## src/rtl/shift_counter_register.sv

```systemverilog
// Parametrised shift register with frame bit counter, completion strobe and held last word.
// Optional build macro SHREG_PARITY_EN adds a parity output over each completed word.
module shift_counter_register #(
    parameter int WIDTH = 8,
    localparam int CW = (WIDTH < 2) ? 1 : $clog2(WIDTH)
) (
    input  logic             clk,
    input  logic             rst,
    input  logic             en,
    input  logic             set,
    input  logic             load,
    input  logic             dir,
    input  logic             si,
    input  logic [WIDTH-1:0] pin,
    output logic [WIDTH-1:0] so,
    output logic             sout,
    output logic [CW-1:0]    cnt,
    output logic             co,
`ifdef SHREG_PARITY_EN
    output logic             parity,
`endif
    output logic [WIDTH-1:0] word
);

    localparam logic [CW-1:0] CNT_MAX = CW'(WIDTH - 1);

    function automatic logic xor_reduce(input logic [WIDTH-1:0] value);
        return ^value;
    endfunction

    logic [WIDTH-1:0] r_so;
    logic [CW-1:0]    r_cnt;
    logic             r_co;
    logic [WIDTH-1:0] r_word;
    logic [WIDTH-1:0] w_shifted;
    logic [WIDTH-1:0] w_so_nxt;
    logic [CW-1:0]    w_cnt_nxt;
    logic             w_co_nxt;
    logic [WIDTH-1:0] w_word_nxt;
    logic             w_wrap;

    // Next-state selection: set beats load beats shift; a wrap only completes on a plain shift
    always_comb begin
        w_shifted  = dir ? {si, r_so[WIDTH-1:1]} : {r_so[WIDTH-2:0], si};
        w_so_nxt   = r_so;
        w_cnt_nxt  = r_cnt;
        w_co_nxt   = 1'b0;
        w_word_nxt = r_word;
        w_wrap     = 1'b0;
        if (set) begin
            w_so_nxt  = '0;
            w_cnt_nxt = '0;
        end else if (load) begin
            w_so_nxt  = pin;
            w_cnt_nxt = '0;
        end else if (en) begin
            w_so_nxt = w_shifted;
            if (r_cnt == CNT_MAX) begin
                w_cnt_nxt  = '0;
                w_co_nxt   = 1'b1;
                w_word_nxt = w_shifted;
                w_wrap     = 1'b1;
            end else begin
                w_cnt_nxt = r_cnt + {{(CW-1){1'b0}}, 1'b1};
            end
        end else begin
            w_so_nxt = r_so;
        end
    end

    // State registers with asynchronous active-low clear
    always_ff @(posedge clk or negedge rst) begin
        if (!rst) begin
            r_so   <= '0;
            r_cnt  <= '0;
            r_co   <= 1'b0;
            r_word <= '0;
        end else begin
            r_so   <= w_so_nxt;
            r_cnt  <= w_cnt_nxt;
            r_co   <= w_co_nxt;
            r_word <= w_word_nxt;
        end
    end

`ifdef SHREG_PARITY_EN
    logic r_parity;

    // Parity tracks the word register and changes only on a completion
    always_ff @(posedge clk or negedge rst) begin
        if (!rst) begin
            r_parity <= 1'b0;
        end else if (w_wrap) begin
            r_parity <= xor_reduce(w_shifted);
        end else begin
            r_parity <= r_parity;
        end
    end

    assign parity = r_parity;
`endif

    assign so   = r_so;
    assign cnt  = r_cnt;
    assign co   = r_co;
    assign word = r_word;
    assign sout = dir ? r_so[0] : r_so[WIDTH-1];

endmodule

```

## config.mk

```make
export PLATFORM = sky130hd
export DESIGN_NAME = shift_counter_register
export DESIGN_NICKNAME = d
export VERILOG_FILES = /design/src/rtl/shift_counter_register.sv
export SDC_FILE = /design/constraint.sdc
export NUM_CORES = 1
export LEC_CHECK = 0
export CAP_MARGIN = 10
export CORE_ASPECT_RATIO = 0.7
export CORE_UTILIZATION = 50
export CTS_BUF_LIST = sky130_fd_sc_hd__clkbuf_8
export CTS_CLUSTER_SIZE = 40
export DETAILED_ROUTE_END_ITERATION = 12
export MAX_ROUTING_LAYER = met4
export PLACE_DENSITY = 0.86
export SLEW_MARGIN = 20
export SYNTH_ARGS = -nofsm -noshare
export SYNTH_HDL_FRONTEND = slang
export SYNTH_SLANG_ARGS = --single-unit
```

## constraint.sdc

```tcl
create_clock -name clk -period 4.1 [get_ports clk]
set_clock_uncertainty 0.15 [all_clocks]
set_input_delay 0.41 -clock clk [delete_from_list [all_inputs] [get_ports clk]]
set_output_delay 0.41 -clock clk [all_outputs]
set_load 0.02 [all_outputs]
```

==> results of run 1 <==
-- worst max path at each step --
stage / endpoint / slack [ns] / depth (start not counted)
floorplan: word[0] / 2.34 / 5
global placement: sout / 1.42 / 3
detailed placement: sout / 1.37 / 3
CTS: sout / 1.37 / 3
global route: sout / 1.33 / 3
finish: sout / 1.37 / 3
-- sequential cells by signal, summed over array words and instances (netlist names) --
signal,count
cnt,3
co,1
so,8
word,8
-- layout make-up --
type,count,share of cell area
clock buffer,3,0.0283
clock inverter,1,0.0206
multi-input combinational,45,0.350
sequential,20,0.343
tap,22,0.0189
timing repair buffer,35,0.240
-- per-layer routing --
metal  part of all wire  track usage
met1               0.46        0.290
met3              0.065       0.0613
met5                  0            -
met4             0.0086       0.0549
met2               0.46        0.399
-- where the power goes --
part / leakage [nW] / switching (mW) / internal (mW)
clock network: 0.0357 / 0.0674 / 0.130
logic: 0.333 / 0.0337 / 0.0410
registers: 0.273 / 0.00729 / 0.203
-- Yosys cell counts --
master	n
a211oi_1	1
a221o_1	8
and4bb_1	1
buf_2	3
buf_6	2
clkbuf_1	1
dfrtp_1	20
ha_1	2
mux2_2	1
mux2_4	16
mux2i_1	2
nand2b_1	1
nor2b_1	1
nor3_1	2
nor3b_2	1
nor4b_1	8
or3b_1	1
-- kinds of logic after synthesis --
family	after synthesis
adders and majority gates	2
muxes	19
AOI/OAI and AO/OA	9
and+or+nand+nor	15
DFF	20
buffers and inverters	6
-- through the flow --
| step | power [mW] | util | cells |
|---|---|---|---|
| after floorplan | 0.251 | - | 71 |
| after global placement | 0.285 | 0.724 | 122 |
| after detailed placement | 0.288 | 0.724 | 122 |
| after CTS | 0.485 | 0.761 | 126 |
| after global routing | 0.499 | 0.761 | 126 |
| final | 0.482 | 0.761 | 126 |
==> metrics.csv, run 1 <==
stage;metric;value;unit
run_status;status;complete, but fails checks;
run_status;violations;design-rule violations;
drt;drc_errors;4;
worst_setup_path;critical_path.max_fanout;9;
synth;synth-simple-area-share;0.120;
cts;max-clock-path-buffers;2;
cts;clkTransAtPathRegs;0.08;ns
synth;synth_seq_cells;20;
layout;stdcell_area;1460;um2
floorplanning;initial_core_util;0.548;
layout;num-fill-cells;128;
timing;max-slew-margin-rel;0.399;
synth;syn_avg_cell_area;14.8;um2
hold_path;min_from;word[5];
timing;setup_violations;0;
worst_setup_path;reg2reg_slack;2.20;ns
layout;diodes;0;
worst_setup_path;crit_slowest_cell;clkdlybuf4s50_1;
cts;ctsHoldBuffers;0;
drt;vias_per_cell;6.01;
placed_design;place.port_buffers;35;
hold_path;hold_path.class;reg2reg;
synth;yosys-top-cells-area;dfrtp_1, mux2_4, a221o_1, nor4b_1, ha_1;
timing;period_share;0.665;
synth;synth_cells;71;
pwr;p_leak;0.642;nW
worst_setup_path;r2r_end;word[2];
grt;grt_pass1_vias;710;
drt;drt_pass1_iterations;8;
timing;min_period;2.73;ns
hold_path;min_path_cells;1;
cts;tritoncts;built;
grt;grt_pass1_wl;3700;um
worst_setup_path;path_common_cell;clkdlybuf4s50_1;
cts;cts_setup_buffers;0;
synth;synth_compound_area_frac;0.0832;
placed_design;place.gp.congestion;0.787;
cts;clk_latency;0.26;ns
worst_setup_path;cp.buffers_inverters;2;
cts;cts.htree.levels;1;
worst_setup_path;critPathTopFamily;buffers and inverters;
worst_setup_path;arrival;2.17;ns
floorplanning;die_x;56.8;um
pwr;pwr_density_cell;330;nW/um2
timing;rsz0062_at_grt;false;
drt;drt-total-wl;2430;um
grt;grt_util_all_layers;0.235;
layout;synthToLayoutAreaGrowth;38.8;%
timing;fin_ws;1.37;ns
layout;final_cell_mix;clkdlybuf4s50_1, dfrtp_1, mux2_4, nor4b_1, a221o_1;
synth;synthMuxAreaShare;0.258;
timing;timing.hold.ws;0.364;ns
timing;finalMaxSlewViolations;0;
worst_setup_path;criticalPathCategory;in2out;
timing;fin_setup_tns;0;ns
synth;syn-num-nets;88;
worst_setup_path;cp_cell_sequence;clkdlybuf4s50_1 -> mux2_2 -> clkdlybuf4s50_1;
synth;yosys_warnings;0;
placed_design;dp_hpwl;1760;um
floorplanning;die_h;40.4;um
floorplanning;core-area;1920;um2
floorplanning;ios;36;
grt;antenna_found_initial;0;
cts;cts_resized;0;
timing;finalHoldViolCount;0;
placed_design;dp_slack;1.37;ns
flow_run;drv_cap;0;
timing;max_freq;367;MHz
layout;final_common_cell;clkdlybuf4s50_1;
grt;grt_max_degree;21;
worst_setup_path;required;3.54;ns
cts;clockRootBuffer;clkbuf_8;
layout;layout-drive-gt1-share;0.212;
worst_setup_path;reg2reg_depth;4;
pwr;ir_worst_vdd;0.000187;V
synth;synth_top_area_share;0.476;
synth;synthDistinctLibCells;17;
synth;yosysTopAreaCell;dfrtp_1;
cts;numCtsBuffers;3;
drt;num_vias;757;
floorplanning;dieArea;2290;um2
drt;initialDrtViolationCount;35;
worst_setup_path;end_kind;primary output;
layout;nNetsFinal;122;
layout;multiInputGateArea;510;um2
synth;synth_xor_area_frac;0;
synth;synth_top_family_by_area;multiplexers;
floorplanning;placement_rows;13;
placed_design;placed_cell_area;1390;um2
synth;synth_area;1050;um2
cts;cts.sinks;20;
drt;postRouteAntennaNets;0;
worst_setup_path;slowest_delay;0.82;ns
worst_setup_path;cp-start-kind;input port;
synth;seq_area_frac_synth;0.476;
timing;worst_pin_slew;0.899;ns
worst_setup_path;crit_path_start;dir;
synth;synth-adder-area-share;0.0238;
layout;seq_area;500;um2
worst_setup_path;timing.rr.start;cnt[0];
hold_path;hold-path-endpoint;word[5];
drt;detail_route.wl_per_cell;19.3;um
grt;gr-total-overflow;0;
(Power assumes the default switching activity.)
==> run 2, diff against run 1 <==
- CORE_UTILIZATION: 50 -> 46
- PLACE_DENSITY: 0.86 -> 0.8
- clock period: 4.1 -> 2.61 ns (I/O delays scaled with it)
==> metrics.csv, run 2 (synthesis gave the netlist of run 1 again) <==
stage;metric;value;unit
run_status;status;complete, no violations;
layout;layout-drive-gt1-share;0.255;
floorplanning;ios;36;
floorplanning;dieArea;2490;um2
pwr;power.total;0.762;mW
cts;clk_latency;0.26;ns
pwr;pwr_density_cell;502;nW/um2
placed_design;dp_hpwl;1790;um
flow_run;drv_cap;0;
cts;cts.sinks;20;
layout;final_cells;142;
timing;rsz0062_at_grt;false;
layout;nNetsFinal;128;
cts;clkTransAtPathRegs;0.08;ns
timing;finalMaxSlewViolations;0;
floorplanning;initial_core_util;0.488;
grt;gr-total-overflow;0;
cts;max-clock-path-buffers;2;
timing;min_period;2.02;ns
drt;initialDrtViolationCount;14;
pwr;p_leak;0.671;nW
worst_setup_path;critical_path.max_fanout;2;
cts;clockRootBuffer;clkbuf_8;
timing;fin_setup_tns;0;ns
worst_setup_path;r2r_end;word[0];
layout;synthToLayoutAreaGrowth;44.2;%
drt;detail_route.wl_per_cell;17.0;um
worst_setup_path;cp-start-kind;input port;
floorplanning;placement_rows;14;
cts;cts_setup_buffers;0;
worst_setup_path;criticalPathCategory;in2out;
worst_setup_path;end_kind;primary output;
placed_design;place.port_buffers;35;
layout;final_cell_mix;clkdlybuf4s50_1, dfrtp_1, mux2_4, nor4b_1, a221o_1;
floorplanning;core-area;2150;um2
timing;timing.hold.ws;0.179;ns
cts;ctsHoldBuffers;0;
worst_setup_path;reg2reg_slack;0.68;ns
layout;diodes;0;
grt;grt_pass1_wl;4060;um
cts;cts_resized;0;
worst_setup_path;timing.rr.start;cnt[0];
grt;antenna_found_initial;0;
layout;multiInputGateArea;510;um2
drt;drt-total-wl;2420;um
worst_setup_path;arrival;1.61;ns
floorplanning;die_x;59.2;um
timing;worst_pin_slew;0.615;ns
layout;num-fill-cells;171;
drt;vias_per_cell;5.57;
layout;final_common_cell;clkdlybuf4s50_1;
cts;numCtsBuffers;3;
drt;num_vias;791;
cts;tritoncts;built;
worst_setup_path;reg2reg_depth;5;
hold_path;hold_path.class;in2async;
grt;grt_max_degree;21;
grt;grt_util_all_layers;0.231;
timing;finalHoldViolCount;0;
timing;max_freq;494;MHz
timing;setup_violations;0;
timing;max-slew-margin-rel;0.589;
placed_design;place.gp.congestion;0.756;
layout;stdcell_area;1520;um2
layout;seq_area;500;um2
drt;postRouteAntennaNets;0;
drt;drc_errors;0;
placed_design;placed_cell_area;1450;um2
placed_design;dp.cells;138;
cts;cts.htree.levels;1;
pwr;ir_worst_vdd;0.000398;V
floorplanning;die_h;42.0;um
grt;grt_pass1_vias;849;
drt;drt_pass1_iterations;4;
worst_setup_path;required;2.20;ns
timing;period_share;0.776;
run 2: changes by cell type in the layout (fill, tap and decap cells not counted):
cell | before | now
buf_4 | 0 | 6
run 2: how the worst max path moves through the flow:
stage / startpoint / endpoint / slack, ns / cells after the start
floorplan: cnt[0] / word[0] / 0.85 / 5
global placement: dir / sout / 0.60 / 3
detailed placement: dir / sout / 0.58 / 3
CTS: dir / sout / 0.58 / 3
global route: dir / sout / 0.55 / 3
finish: dir / sout / 0.59 / 3
run 2: worst max-delay path, stage by stage:
cell	delay, ns
clkdlybuf4s50_1	0.48
mux2_2	0.33
clkdlybuf4s50_1	0.54
run 2: report_power, final:
part | internal [mW] | leakage [nW] | switching, mW
Sequential | 0.318 | 0.273 | 0.0106
Clock | 0.205 | 0.0357 | 0.105
Combinational | 0.0691 | 0.362 | 0.0533
Total | 0.592 | 0.671 | 0.169
run 2: final cells by class:
class / instances / area share
flip-flops and latches: 20 / 0.330
repair buffers: 41 / 0.261
well taps: 32 / 0.0264
multi-input cells: 45 / 0.336
clock buffers: 3 / 0.0272
clock inverters: 1 / 0.0198
run 2: layer usage:
metal / vias up / part of all wire / track usage
met3: 2 / 0.072 / 0.0802
li1: 358 / - / -
met1: 392 / 0.46 / 0.308
met2: 39 / 0.46 / 0.341
met5: - / 0 / -
met4: 0 / 0.0045 / 0.0524
run 2: through the flow:
stage	util	setup WS (ns)
finish	0.704	0.585
floorplan	-	0.853
global route	0.704	0.550
CTS	0.704	0.576
global placement	0.671	0.601
detailed placement	0.671	0.576
==> run 3, diff against run 2 <==
- CORE_UTILIZATION: 46 -> 42
- PLACE_DENSITY: 0.8 -> 0.77
- clock period: 2.61 -> 1.7 ns (I/O delays scaled with it)
==> metrics.csv, run 3 (synthesis gave the netlist of run 1 again) <==
stage;metric;value;unit
run_status;status;complete, no violations;
floorplanning;placement_rows;14;
worst_setup_path;reg2reg_slack;0.01;ns
worst_setup_path;crit_path_start;cnt[0];
worst_setup_path;criticalPathCategory;reg2reg;
layout;nNetsFinal;134;
layout;multiInputGateArea;536;um2
pwr;pwr_density_cell;736;nW/um2
pwr;power.total;1.18;mW
worst_setup_path;cp_cell_sequence;ha_4 -> ha_4 -> and4bb_2 -> buf_6 -> mux2_4;
grt;grt_pass1_wl;4150;um
timing;max-slew-margin-rel;0.560;
placed_design;place.port_buffers;35;
layout;final_common_cell;clkdlybuf4s50_1;
worst_setup_path;r2r_end;word[0];
placed_design;dp_slack;-0.179;ns
worst_setup_path;end_kind;flop;
cts;tritoncts;built;
cts;cts_setup_buffers;0;
worst_setup_path;slowest_delay;0.44;ns
cts;numCtsBuffers;3;
drt;num_vias;829;
grt;antenna_found_initial;0;
placed_design;place.gp.congestion;0.811;
floorplanning;die_h;43.9;um
layout;diodes;0;
worst_setup_path;path_depth;5;
timing;min_period;1.69;ns
layout;synthToLayoutAreaGrowth;52.4;%
grt;grt_max_degree;21;
drt;vias_per_cell;5.60;
drt;drt_pass1_iterations;4;
placed_design;dp_hpwl;1820;um
cts;clkTransAtPathRegs;0.08;ns
placed_design;placed_cell_area;1500;um2
floorplanning;initial_core_util;0.466;
worst_setup_path;critPathTopFamily;flip-flops;
timing;worst_pin_slew;0.658;ns
layout;seq_area;503;um2
layout;num-fill-cells;145;
hold_path;hold_path.class;in2async;
drt;initialDrtViolationCount;12;
timing;period_share;0.992;
worst_setup_path;cp.buffers_inverters;1;
timing;max_freq;593;MHz
floorplanning;dieArea;2710;um2
timing;timing.hold.ws;0.0862;ns
timing;finalMaxSlewViolations;0;
layout;stdcell_area;1600;um2
timing;finalHoldViolCount;0;
timing;fin_ws;0.0130;ns
floorplanning;ios;36;
floorplanning;core-area;2260;um2
drt;drt-total-wl;2580;um
grt;grt_util_all_layers;0.227;
cts;cts.htree.levels;1;
flow_run;drv_cap;0;
drt;postRouteAntennaNets;0;
cts;clk_latency;0.26;ns
worst_setup_path;cp-endpoint;word[0];
grt;grt_pass1_vias;813;
cts;cts.sinks;20;
pwr;p_leak;0.746;nW
cts;clockRootBuffer;clkbuf_8;
grt;gr-total-overflow;0;
layout;layout-drive-gt1-share;0.336;
worst_setup_path;cp-start-kind;flop;
layout;final_cell_mix;clkdlybuf4s50_1, dfrtp_1, mux2_4, buf_4;
cts;ctsHoldBuffers;0;
worst_setup_path;arrival;1.68;ns
pwr;ir_worst_vdd;0.000520;V
worst_setup_path;timing.rr.start;cnt[0];
drt;drc_errors;0;
cts;max-clock-path-buffers;2;
worst_setup_path;path_common_cell;ha_4;
worst_setup_path;required;1.70;ns
timing;rsz0062_at_grt;true;
worst_setup_path;crit_slowest_cell;dfrtp_2;
worst_setup_path;critical_path.max_fanout;4;
worst_setup_path;reg2reg_depth;5;
timing;setup_violations;0;
floorplanning;die_x;61.8;um
drt;detail_route.wl_per_cell;17.4;um
run 3: changes by cell type in the layout (fill, tap and decap cells not counted), moves of 2 or more:
| cell | delta |
|---|---|
| buf_4 | +4 |
| clkdlybuf4s50_1 | -4 |
| dlymetal6s2s_1 | +3 |
| buf_6 | +2 |
| dfrtp_1 | -2 |
| dfrtp_2 | +2 |
| ha_1 | -2 |
| ha_4 | +2 |
run 3: timing repair:
| item | 4_1_cts | 5_1_grt |
|---|---|---|
| pin swaps | 0 | 0 |
| resized for setup | 1 | 9 |
| setup endpoints to repair | 9 | 10 |
run 3: final cells by class:
type,instances,share of cell area
flip-flops and latches,20,0.314
well taps,32,0.0250
clock inverters,1,0.0187
repair buffers,47,0.283
clock buffers,3,0.0257
multi-input cells,45,0.334
run 3: per-layer routing:
metal,wire length (um),vias to the layer above,track usage
met5,0,-,-
met4,0,0,0.0267
met3,187,0,0.0627
met2,1180,46,0.318
met1,1220,415,0.335
li1,-,368,-
run 3: worst min-delay path by stage:
| stage | slack [ns] | cells after the start | startpoint | end |
|---|---|---|---|---|
| floorplan | -0.28 | 0 | rst | cnt[0] |
| global placement | 0.35 | 1 | word[3] | word[3] |
| detailed placement | 0.35 | 1 | word[1] | word[1] |
| CTS | 0.09 | 2 | rst | word[6] |
| global route | 0.10 | 2 | rst | word[6] |
| finish | 0.09 | 2 | rst | word[6] |
run 3: worst register-to-register path, stage by stage, from the launching register on:
cell and delay (ns):
dfrtp_2 0.44, ha_4 0.17, ha_4 0.15, and4bb_2 0.24, buf_6 0.14, mux2_4 0.29
run 3: report_power, final:
group          total (mW)  internal, mW  switching, mW
combinational       0.196         0.111         0.0849
sequential          0.506         0.489         0.0166
clock               0.479         0.315          0.165
run 3: per-stage QoR:
stage / setup TNS, ns / util / std cells
2_1_floorplan: 0 / - / 71
5_1_grt: -0.0798 / 0.710 / 148
3_3_place_gp: -0.752 / 0.662 / 144
6_report: 0 / 0.710 / 148
3_5_place_dp: -1.21 / 0.662 / 144
4_1_cts: -0.0972 / 0.693 / 148
